File: src/rtl/alu_param_pipe_if.sv
// Handshake/data bundle for alu_param_pipe: operand request channel in, result/flag channel out.
`timescale 1ns/1ps
interface alu_param_pipe_if #(
  parameter int WIDTH = 32
);
  localparam int SHW = $clog2(WIDTH);

  logic             in_valid;
  logic             in_ready;
  logic [3:0]       opcode;
  logic [WIDTH-1:0] input1;
  logic [WIDTH-1:0] input2;
  logic [SHW-1:0]   shiftValue;
  logic             out_valid;
  logic             out_ready;
  logic [WIDTH-1:0] result;
  logic             carryFlag;
  logic             zeroFlag;
  logic             overFlowFlag;
  logic             signFlag;
  logic             divZeroFlag;

  modport master (
    output in_valid, opcode, input1, input2, shiftValue, out_ready,
    input  in_ready, out_valid, result, carryFlag, zeroFlag, overFlowFlag, signFlag, divZeroFlag
  );

  modport slave (
    input  in_valid, opcode, input1, input2, shiftValue, out_ready,
    output in_ready, out_valid, result, carryFlag, zeroFlag, overFlowFlag, signFlag, divZeroFlag
  );
endinterface

File: src/rtl/alu_param_pipe.sv
// Two-stage ALU: S1 holds operands (and runs the iterative divider), S2 holds result and flags.
`timescale 1ns/1ps
module alu_param_pipe #(
  parameter int WIDTH = 32
) (
  input  logic                clk,
  input  logic                rst,
  alu_param_pipe_if.slave     bus,
  output logic [1:0]          dbg_state
);
  localparam int SHW = $clog2(WIDTH);
  localparam logic [SHW-1:0] CNT_INIT = SHW'(WIDTH - 1);

  localparam logic [3:0] OP_ADD  = 4'd0;
  localparam logic [3:0] OP_SUB  = 4'd1;
  localparam logic [3:0] OP_MUL  = 4'd2;
  localparam logic [3:0] OP_XOR  = 4'd3;
  localparam logic [3:0] OP_SLTU = 4'd4;
  localparam logic [3:0] OP_SLL  = 4'd5;
  localparam logic [3:0] OP_SLT  = 4'd6;
  localparam logic [3:0] OP_DIV  = 4'd7;
  localparam logic [3:0] OP_SRL  = 4'd8;
  localparam logic [3:0] OP_MIN  = 4'd9;

  typedef enum logic [1:0] {IDLE = 2'd0, RUN = 2'd1, DONE = 2'd2} div_state_t;

  div_state_t       state, state_next;
  logic [SHW-1:0]   count;
  logic [WIDTH-1:0] rem, quo;
  logic [WIDTH:0]   trial, div_diff;

  logic             s1_valid;
  logic [3:0]       s1_op;
  logic [WIDTH-1:0] s1_a, s1_b;
  logic [SHW-1:0]   s1_sh;
  logic             s1_done, s1_advance, accept, accept_div;

  logic             out_valid_q;
  logic [WIDTH-1:0] result_q;
  logic             carry_q, zero_q, over_q, sign_q, divz_q;

  logic [WIDTH-1:0]   alu_res;
  logic               alu_carry, alu_over, alu_divz;
  logic [WIDTH:0]     sum, sub_diff;
  logic [2*WIDTH-1:0] prod;

  // Valid/ready: a beat moves on a channel only in a cycle where valid and ready are both
  // high at the rising edge; valid, once raised, holds its payload stable until that beat.
  assign s1_done    = s1_valid && ((s1_op != OP_DIV) || (state == DONE));
  assign s1_advance = s1_done && (!out_valid_q || bus.out_ready);
  assign bus.in_ready = !s1_valid || s1_advance;
  assign accept     = bus.in_valid && bus.in_ready;
  assign accept_div = accept && (bus.opcode == OP_DIV);

  assign bus.out_valid    = out_valid_q;
  assign bus.result       = result_q;
  assign bus.carryFlag    = carry_q;
  assign bus.zeroFlag     = zero_q;
  assign bus.overFlowFlag = over_q;
  assign bus.signFlag     = sign_q;
  assign bus.divZeroFlag  = divz_q;
  assign dbg_state        = state;

  always_ff @(posedge clk) begin
    if (rst) state <= IDLE;
    else     state <= state_next;
  end

  // A new DIV can only be accepted from IDLE or from a DONE that is advancing this cycle.
  always_comb begin
    state_next = state;
    case (state)
      RUN:     if (count == '0) state_next = DONE;
      DONE:    if (s1_advance) state_next = IDLE;
      default: ;
    endcase
    if (accept_div) state_next = (bus.input2 == '0) ? DONE : RUN;
  end

  assign trial    = {rem, quo[WIDTH-1]};
  assign div_diff = trial - {1'b0, s1_b};

  always_ff @(posedge clk) begin
    if (rst) begin
      count <= '0;
      rem   <= '0;
      quo   <= '0;
    end else if (accept_div) begin
      count <= CNT_INIT;
      rem   <= '0;
      quo   <= (bus.input2 == '0) ? '0 : bus.input1;
    end else if (state == RUN) begin
      if (count != '0) count <= count - SHW'(1);
      rem <= div_diff[WIDTH] ? trial[WIDTH-1:0] : div_diff[WIDTH-1:0];
      quo <= {quo[WIDTH-2:0], ~div_diff[WIDTH]};
    end
  end

  always_ff @(posedge clk) begin
    if (rst) begin
      s1_valid <= 1'b0;
      s1_op    <= '0;
      s1_a     <= '0;
      s1_b     <= '0;
      s1_sh    <= '0;
    end else if (accept) begin
      s1_valid <= 1'b1;
      s1_op    <= bus.opcode;
      s1_a     <= bus.input1;
      s1_b     <= bus.input2;
      s1_sh    <= bus.shiftValue;
    end else if (s1_advance) begin
      s1_valid <= 1'b0;
    end
  end

  assign sum      = {1'b0, s1_a} + {1'b0, s1_b};
  assign sub_diff = {1'b0, s1_a} - {1'b0, s1_b};
  assign prod     = {{WIDTH{1'b0}}, s1_a} * {{WIDTH{1'b0}}, s1_b};

  always_comb begin
    alu_res   = '0;
    alu_carry = 1'b0;
    alu_over  = 1'b0;
    alu_divz  = 1'b0;
    case (s1_op)
      OP_ADD: begin
        alu_res   = sum[WIDTH-1:0];
        alu_carry = sum[WIDTH];
        alu_over  = (s1_a[WIDTH-1] == s1_b[WIDTH-1]) && (sum[WIDTH-1] != s1_a[WIDTH-1]);
      end
      OP_SUB: begin
        alu_res   = sub_diff[WIDTH-1:0];
        alu_carry = sub_diff[WIDTH];
        alu_over  = (s1_a[WIDTH-1] != s1_b[WIDTH-1]) && (sub_diff[WIDTH-1] != s1_a[WIDTH-1]);
      end
      OP_MUL: begin
        alu_res   = prod[WIDTH-1:0];
        alu_carry = |prod[2*WIDTH-1:WIDTH];
      end
      OP_XOR:  alu_res = s1_a ^ s1_b;
      OP_SLTU: alu_res = {{(WIDTH-1){1'b0}}, (s1_a < s1_b)};
      OP_SLT:  alu_res = {{(WIDTH-1){1'b0}}, ($signed(s1_a) < $signed(s1_b))};
      OP_SLL:  alu_res = s1_a << s1_sh;
      OP_SRL:  alu_res = s1_a >> s1_sh;
      OP_MIN:  alu_res = (s1_a <= s1_b) ? s1_a : s1_b;
      OP_DIV: begin
        alu_res  = quo;
        alu_divz = (s1_b == '0);
      end
      default: ;
    endcase
  end

  always_ff @(posedge clk) begin
    if (rst) begin
      out_valid_q <= 1'b0;
      result_q    <= '0;
      carry_q     <= 1'b0;
      zero_q      <= 1'b0;
      over_q      <= 1'b0;
      sign_q      <= 1'b0;
      divz_q      <= 1'b0;
    end else if (s1_advance) begin
      out_valid_q <= 1'b1;
      result_q    <= alu_res;
      carry_q     <= alu_carry;
      zero_q      <= (alu_res == '0);
      over_q      <= alu_over;
      sign_q      <= alu_res[WIDTH-1];
      divz_q      <= alu_divz;
    end else if (bus.out_ready) begin
      out_valid_q <= 1'b0;
    end
  end
endmodule

File: src/flat_wrapper.sv
// flat-port wrapper written by rule: the top's interface ports become plain ports
module alu_param_pipe_flat 
#(
  parameter int WIDTH = 32
)
  (clk, rst, dbg_state, bus_in_valid, bus_opcode, bus_input1, bus_input2, bus_shiftValue, bus_out_ready, bus_in_ready, bus_out_valid, bus_result, bus_carryFlag, bus_zeroFlag, bus_overFlowFlag, bus_signFlag, bus_divZeroFlag);
  alu_param_pipe_if #(.WIDTH(WIDTH)) bus_i ();
  input  logic clk;
  input  logic rst;
  output logic [1:0] dbg_state;
  input wire logic [$bits(bus_i.in_valid)-1:0] bus_in_valid;
  input wire logic [$bits(bus_i.opcode)-1:0] bus_opcode;
  input wire logic [$bits(bus_i.input1)-1:0] bus_input1;
  input wire logic [$bits(bus_i.input2)-1:0] bus_input2;
  input wire logic [$bits(bus_i.shiftValue)-1:0] bus_shiftValue;
  input wire logic [$bits(bus_i.out_ready)-1:0] bus_out_ready;
  output wire logic [$bits(bus_i.in_ready)-1:0] bus_in_ready;
  output wire logic [$bits(bus_i.out_valid)-1:0] bus_out_valid;
  output wire logic [$bits(bus_i.result)-1:0] bus_result;
  output wire logic [$bits(bus_i.carryFlag)-1:0] bus_carryFlag;
  output wire logic [$bits(bus_i.zeroFlag)-1:0] bus_zeroFlag;
  output wire logic [$bits(bus_i.overFlowFlag)-1:0] bus_overFlowFlag;
  output wire logic [$bits(bus_i.signFlag)-1:0] bus_signFlag;
  output wire logic [$bits(bus_i.divZeroFlag)-1:0] bus_divZeroFlag;
  assign bus_i.in_valid = bus_in_valid;
  assign bus_i.opcode = bus_opcode;
  assign bus_i.input1 = bus_input1;
  assign bus_i.input2 = bus_input2;
  assign bus_i.shiftValue = bus_shiftValue;
  assign bus_i.out_ready = bus_out_ready;
  assign bus_in_ready = bus_i.in_ready;
  assign bus_out_valid = bus_i.out_valid;
  assign bus_result = bus_i.result;
  assign bus_carryFlag = bus_i.carryFlag;
  assign bus_zeroFlag = bus_i.zeroFlag;
  assign bus_overFlowFlag = bus_i.overFlowFlag;
  assign bus_signFlag = bus_i.signFlag;
  assign bus_divZeroFlag = bus_i.divZeroFlag;
  alu_param_pipe #(.WIDTH(WIDTH)) u_core (.clk(clk), .rst(rst), .bus(bus_i), .dbg_state(dbg_state));
endmodule
File: config.mk
export PLATFORM = sky130hd
export DESIGN_NAME = alu_param_pipe_flat
export DESIGN_NICKNAME = d
export VERILOG_FILES = /design/src/rtl/alu_param_pipe_if.sv /design/src/rtl/alu_param_pipe.sv /design/src/flat_wrapper.sv
export SDC_FILE = /design/constraint.sdc
export NUM_CORES = 2
export LEC_CHECK = 0
export BUFFER_PORTS_ARGS = -buffer_cell sky130_fd_sc_hd__clkbuf_2
export CAP_MARGIN = 20
export CORE_ASPECT_RATIO = 1.25
export CORE_MARGIN = 4
export CORE_UTILIZATION = 50
export DETAILED_ROUTE_END_ITERATION = 7
export PLACE_DENSITY = 0.66
export SYNTH_ARGS = -nofsm -noshare
export SYNTH_HDL_FRONTEND = slang
export SYNTH_SLANG_ARGS = --single-unit
export TNS_END_PERCENT = 10
File: constraint.sdc
create_clock -name clk -period 8.8 [get_ports clk]
set_input_delay 0 -clock clk [delete_from_list [all_inputs] [get_ports clk]]
set_output_delay 0 -clock clk [all_outputs]
set_load 0.1 [all_outputs]
# Word level (Yosys, flattened, before mapping)

Index checks and enable logic that the tools add are counted.

Add/sub/neg operators: 4
Multiply operators: 1
$lt $le $gt $ge: 3
Equal/unequal tests: 19
Shifts and indexed selects: 2
Multiplexer cells: 21
Bitwise operators: 2
Reduce and logical (&&, ||, !) cells: 26

Operators with widths:

| operator                                            | number |
|---|---|
| one-hot mux 32 bit (10 select lines)                | 1 |
| two-way mux 32 bit                                  | 5 |
| zero test 32 bit                                    | 3 |
| < comparator 32 bit                                 | 2 |
| multiplier 32 x 32 -> 64 bit                        | 1 |
| adder 32 x 32 -> 33 bit                             | 1 |
| subtractor 32 x 32 -> 33 bit                        | 1 |
| subtractor 33 x 32 -> 33 bit                        | 1 |
| <= comparator 32 bit                                | 1 |
| OR reduction 32 bit                                 | 1 |
| << shifter 32 x 5 -> 32 bit                         | 1 |
| >> shifter 32 x 5 -> 32 bit                         | 1 |
| bitwise XOR 32 bit                                  | 1 |
| equality test 4 x 3 -> 1 bit, second input constant | 5 |
| two-way mux 5 bit                                   | 3 |
| equality test 4 x 2 -> 1 bit, second input constant | 2 |
| equality test 4 bit, second input constant          | 2 |
| two-way mux 2 bit                                   | 4 |
| nonzero test 2 bit                                  | 4 |
| logical AND 1 bit                                   | 6 |
| != test 3 x 1 -> 1 bit, second input constant       | 2 |
| zero test 5 bit                                     | 1 |
| two-way mux 1 bit                                   | 5 |
| nonzero test 5 bit                                  | 1 |
| 18 further kinds                                    | 23 |

Register bits after elaboration: 183
Input port bits: 77
Logic and storage cells: 94

# Logic depth before layout (Yosys ltp)

Word-level depth: 9
Gate-level depth with buffers: 32

# Least setup slack after synthesis

No wires, ideal clock.

Kind: reg-to-reg
From: reg u_core.s1_a[17]
To: reg u_core.carry_q, in the netlist u_core.bus.carryFlag
Arrival: 7.956 ns
Data required time: 8.665 ns
Setup slack: 0.709 ns
Cell stages (with the launch flop): 28
Path buffers: 2
Clock period less this slack: 8.091 ns
Cell sequence: dfxtp_1 -> clkbuf_1 -> clkbuf_1 -> and2_1 -> fa_1 -> fa_1 -> inv_1 -> fa_1 -> fa_1 -> inv_1 -> fa_1 -> fa_1 -> fa_1 -> fa_1 -> ha_1 -> and2_1 -> a21o_1 -> a221o_1 -> a2111oi_0 -> o31ai_1 -> a21oi_1 -> nand4b_1 -> o21ai_0 -> a21oi_1 -> mux2i_1 -> nand4_1 -> a2111oi_0 -> a32oi_1

Word-level cells in the longest chain between the ends: 3
Elaborated cells between the ends (all ways): 5
Classes of those cells: add/sub (2); mul (1); mux (1); reduce/logical (1)

RTL lines:

| what                                 | RTL line              | text |
|---|---|---|
| start: declaration                   | alu_param_pipe.sv:34  | `logic [WIDTH-1:0] s1_a, s1_b;` |
| start signal: assignment             | alu_param_pipe.sv:109 | `s1_a <= bus.input1;` |
| multiplier 32 x 32 -> 64 bit         | alu_param_pipe.sv:119 | `assign prod = {{WIDTH{1'b0}}, s1_a} * {{WIDTH{1'b0}}, s1_b};` |
| OR reduction 32 bit                  | alu_param_pipe.sv:139 | `alu_carry = \|prod[2*WIDTH-1:WIDTH];` |
| one-hot mux 1 bit (3 select lines) * | alu_param_pipe.sv:126 | `case (s1_op)` |
| end signal: assignment               | alu_param_pipe.sv:167 | `carry_q <= alu_carry;` |
| end: declaration                     | alu_param_pipe.sv:40  | `logic carry_q, zero_q, over_q, sign_q, divz_q;` |

Every way passes the cells marked *; elsewhere a longest branch is shown, timed or not.
A chain may end at the register's enable or synchronous reset.

# Final worst setup path

From: reg u_core.s1_a[19]
To: reg u_core.carry_q, in the netlist u_core.bus.carryFlag

Same word-level chain as after synthesis.

==> flow_metrics.tcl <==
set metrics [dict create \
    drv_cap 0 \
    synth_top_area_share_pct 35.47 \
    timing.fmax_mhz 115.9 \
    root_buffer "clkbuf_16" \
    fin_ws_ns 0.1714 \
    peakVddDrop_mv 0.1857 \
    drv_slew 0 \
    ys_seq_elements 182 \
    ioPinCount 118 \
    vias 46200 \
    whs_ns 0.2333 \
    drt_pass1_iterations 8 \
    yosysTopAreaCell "fa_1" \
    synth_edf_count 0 \
    violations "design-rule violations" \
    p_leak_nw 23.61 \
    nNetsFinal 7528 \
    dieArea_sq_um 106700 \
    start_util_pct 50.39 \
    clk_pin_slew_ns 0.10 \
    cts_buffer_depth 2 \
    critPathCaptureType "register" \
    grt_pass1_vias 48070 \
    final_hold_viol_count 0 \
    globalplace.congestion 1.064 \
    antenna_found_initial 7 \
    drt-vias-per-instance 6.141 \
    period_needed_ns 8.629 \
    coreArea_sq_um 100700 \
    synth_commonest_cells "899 x fa_1, 815 x nand2_1, 772 x inv_1, 565 x and2_1, 374 x clkbuf_1" \
    routedWlPerCell_um 27.80 \
    clock_latency_ns 0.56 \
    ant_nets 0 \
    power_density_nw_per_um2 94.51 \
    rows 130 \
    grt-ovfl-total 0 \
    syn_to_final_growth_pct 10.46 \
    grtUsageTotal_pct 39.41 \
    hp-class "input pin to register" \
    drc 1 \
    async_flop_share_pct 0 \
    io_buffers 117 \
    clkSinkCount 182 \
    nFillCells 9316 \
    syn_avg_cell_area_sq_um 8.353 \
    dp.cells 7405 \
    slew_headroom_pct 13.63 \
    cts_made_buffers 17 \
    required_ns 9.22 \
    grt_pass1_wl_mm 311.3 \
    yosysUniqueCellTypes 105 \
    place_area_sq_um 54410 \
    layout.cells.non_filler 7524 \
    syn-num-nets 7413 \
    dp_hpwl_mm 168.7 \
    netlist_instances 6074 \
    worst_pin_slew_ns 1.296 \
    worstSetupPathType "register to register" \
    final_cell_area_sq_um 56040 \
    synth_area_leaders "fa_1 35%, ha_1 9.0%, dfxtp_1 7.2%" \
    skew_ns 0.02766 \
    synth-main-ff-cell "dfxtp_1" \
    htreeDepth 4 \
    yosysSeqAreaShare_pct 7.181 \
    drtIter0Drc 4340 \
    die_w_um 292.9 \
    cp-start-kind "register" \
    drive_gt1_share_pct 10.66 \
    min_period_over_period_pct 98.05 \
    netlist_area_sq_um 50740 \
    dieHeight_um 364.1 \
    cts_tree "built" \
    synth.most_common_cell "fa_1" \
    worstPathMaxFanout 23 \
    cp_data_arrival_time_ns 9.04 \
    dp_slack_ns -0.2960 \
    grt_max_degree 79 \
    status "finished, violations left" \
    ys.warnings.count 0 \
    wl_mm 209.2 \
    setup_viol 0 \
]
kinds of logic after synthesis:
family / after synthesis / synth area share [%]
adders and majority gates: 1262 / 44.42
and+or+nand+nor: 2134 / 20.43
xor gates and xnor gates: 95 / 1.640
buffers and inverters: 1229 / 9.292
AOI/OAI and AO/OA: 1027 / 13.31
DFF: 182 / 7.181
muxes: 145 / 3.724
cell type report:
type / instances / area, sq um / area share [%]
diodes: 3 / 7.507 / 0.01340
clock buffers: 20 / 456.7 / 0.8149
clock inverters: 11 / 115.1 / 0.2054
inverters: 777 / 2919 / 5.209
multi-input cells: 4663 / 42580 / 75.98
flip-flops and latches: 182 / 3709 / 6.617
well taps: 1320 / 1652 / 2.947
repair buffers: 548 / 4606 / 8.218
state kept, by name, indices dropped and copies added (netlist names):
name,flops
u_core.bus.zeroFlag,1
u_core.rem,32
u_core.bus.carryFlag,1
u_core.s1_op,4
u_core.bus.overFlowFlag,1
u_core.s1_sh,5
u_core.quo,32
u_core.bus.signFlag,1
u_core.s1_b,32
u_core.dbg_state,2
u_core.bus.out_valid,1
u_core.count,5
u_core.bus.result,31
u_core.bus.divZeroFlag,1
u_core.s1_a,32
u_core.s1_valid,1
per-stage QoR:
stage / utilization [%] / power (mW) / setup TNS, ns
finish: 55.66 / 5.296 / 0
detailed placement: 54.04 / 4.296 / -0.2960
floorplan: - / 2.932 / 0
CTS: 55.41 / 5.207 / 0
global route: 55.65 / 5.561 / -0.04933
global placement: 54.04 / 4.287 / -0.3078
cell usage in the layout (no fill, tap or decap), types with 20 or more instances in the layout:
cell / count
mux2i_1: 86
a21oi_1: 319
ha_1: 360
o22ai_1: 29
and2_1: 564
a31oi_1: 45
o21ai_0: 177
dfxtp_1: 152
clkbuf_2: 116
dlygate4sd3_1: 79
nor3_1: 88
nand2_1: 813
nand3_1: 58
fa_1: 899
mux2_2: 23
a211oi_1: 62
xnor2_1: 73
a22oi_1: 41
xor2_1: 21
a21o_1: 54
nand2b_1: 68
buf_12: 45
nor4_1: 34
mux4_2: 32
nand4_1: 42
o31ai_1: 20
a221oi_1: 23
buf_4: 306
inv_1: 772
nor2b_1: 21
o211ai_1: 34
nor2_1: 346
per-layer routing:
metal	part of all wire [%]	vias up	track usage (%)
li1	-	19920	-
met1	36	23280	47.13
met2	47	2327	64.52
met3	7.8	677	6.538
met4	9.2	4	28.44
met5	0.011	-	0
worst max-delay path, stage by stage (launching register included):
cell and delay [ns]:
dfxtp_4 0.49, buf_12 0.22, buf_4 0.26, ha_1 0.21, inv_1 0.08, fa_1 0.47, fa_1 0.59, fa_1 0.45
fa_1 0.64, fa_1 0.48, fa_1 0.51, inv_1 0.06, fa_1 0.44, ha_1 0.29, ha_2 0.44, nand4_1 0.23
or4_4 0.58, nand3_1 0.11, o21ai_0 0.13, a21oi_4 0.21, buf_4 0.17, nor2_1 0.06, a41oi_2 0.28, nand3_2 0.17
nor4_4 0.29, nand3_2 0.16, a2111oi_4 0.31, a32oi_1 0.13
power by group:
part / internal, mW / switching (mW)
Clock: 0.409 / 0.437
Combinational: 1.24 / 2.26
Sequential: 0.869 / 0.0790
Total: 2.52 / 2.78
repair_timing:
item | in CTS | in global routing
cloned | 0 | 1
buffers inserted | 0 | 4
hold buffers | 79 | 0
hold endpoints to repair | 106 | 0
gates resized for setup | 4 | 47
pin swaps | 0 | 4
setup endpoints to repair | 1 | 3
worst paths after layout:
kind / slack [ns] / to / cells after the start / start
setup / recovery: 0.17 / u_core.bus.carryFlag / 27 / u_core.s1_a[19]
hold / removal: 0.23 / u_core.s1_b[1] / 3 / bus_input2[1]
setup reg to reg: 0.17 / u_core.bus.carryFlag / 27 / u_core.s1_a[19]
hold reg to reg: 0.47 / u_core.bus.result[4] / 2 / u_core.bus.result[4]
(Power assumes the default switching activity.)
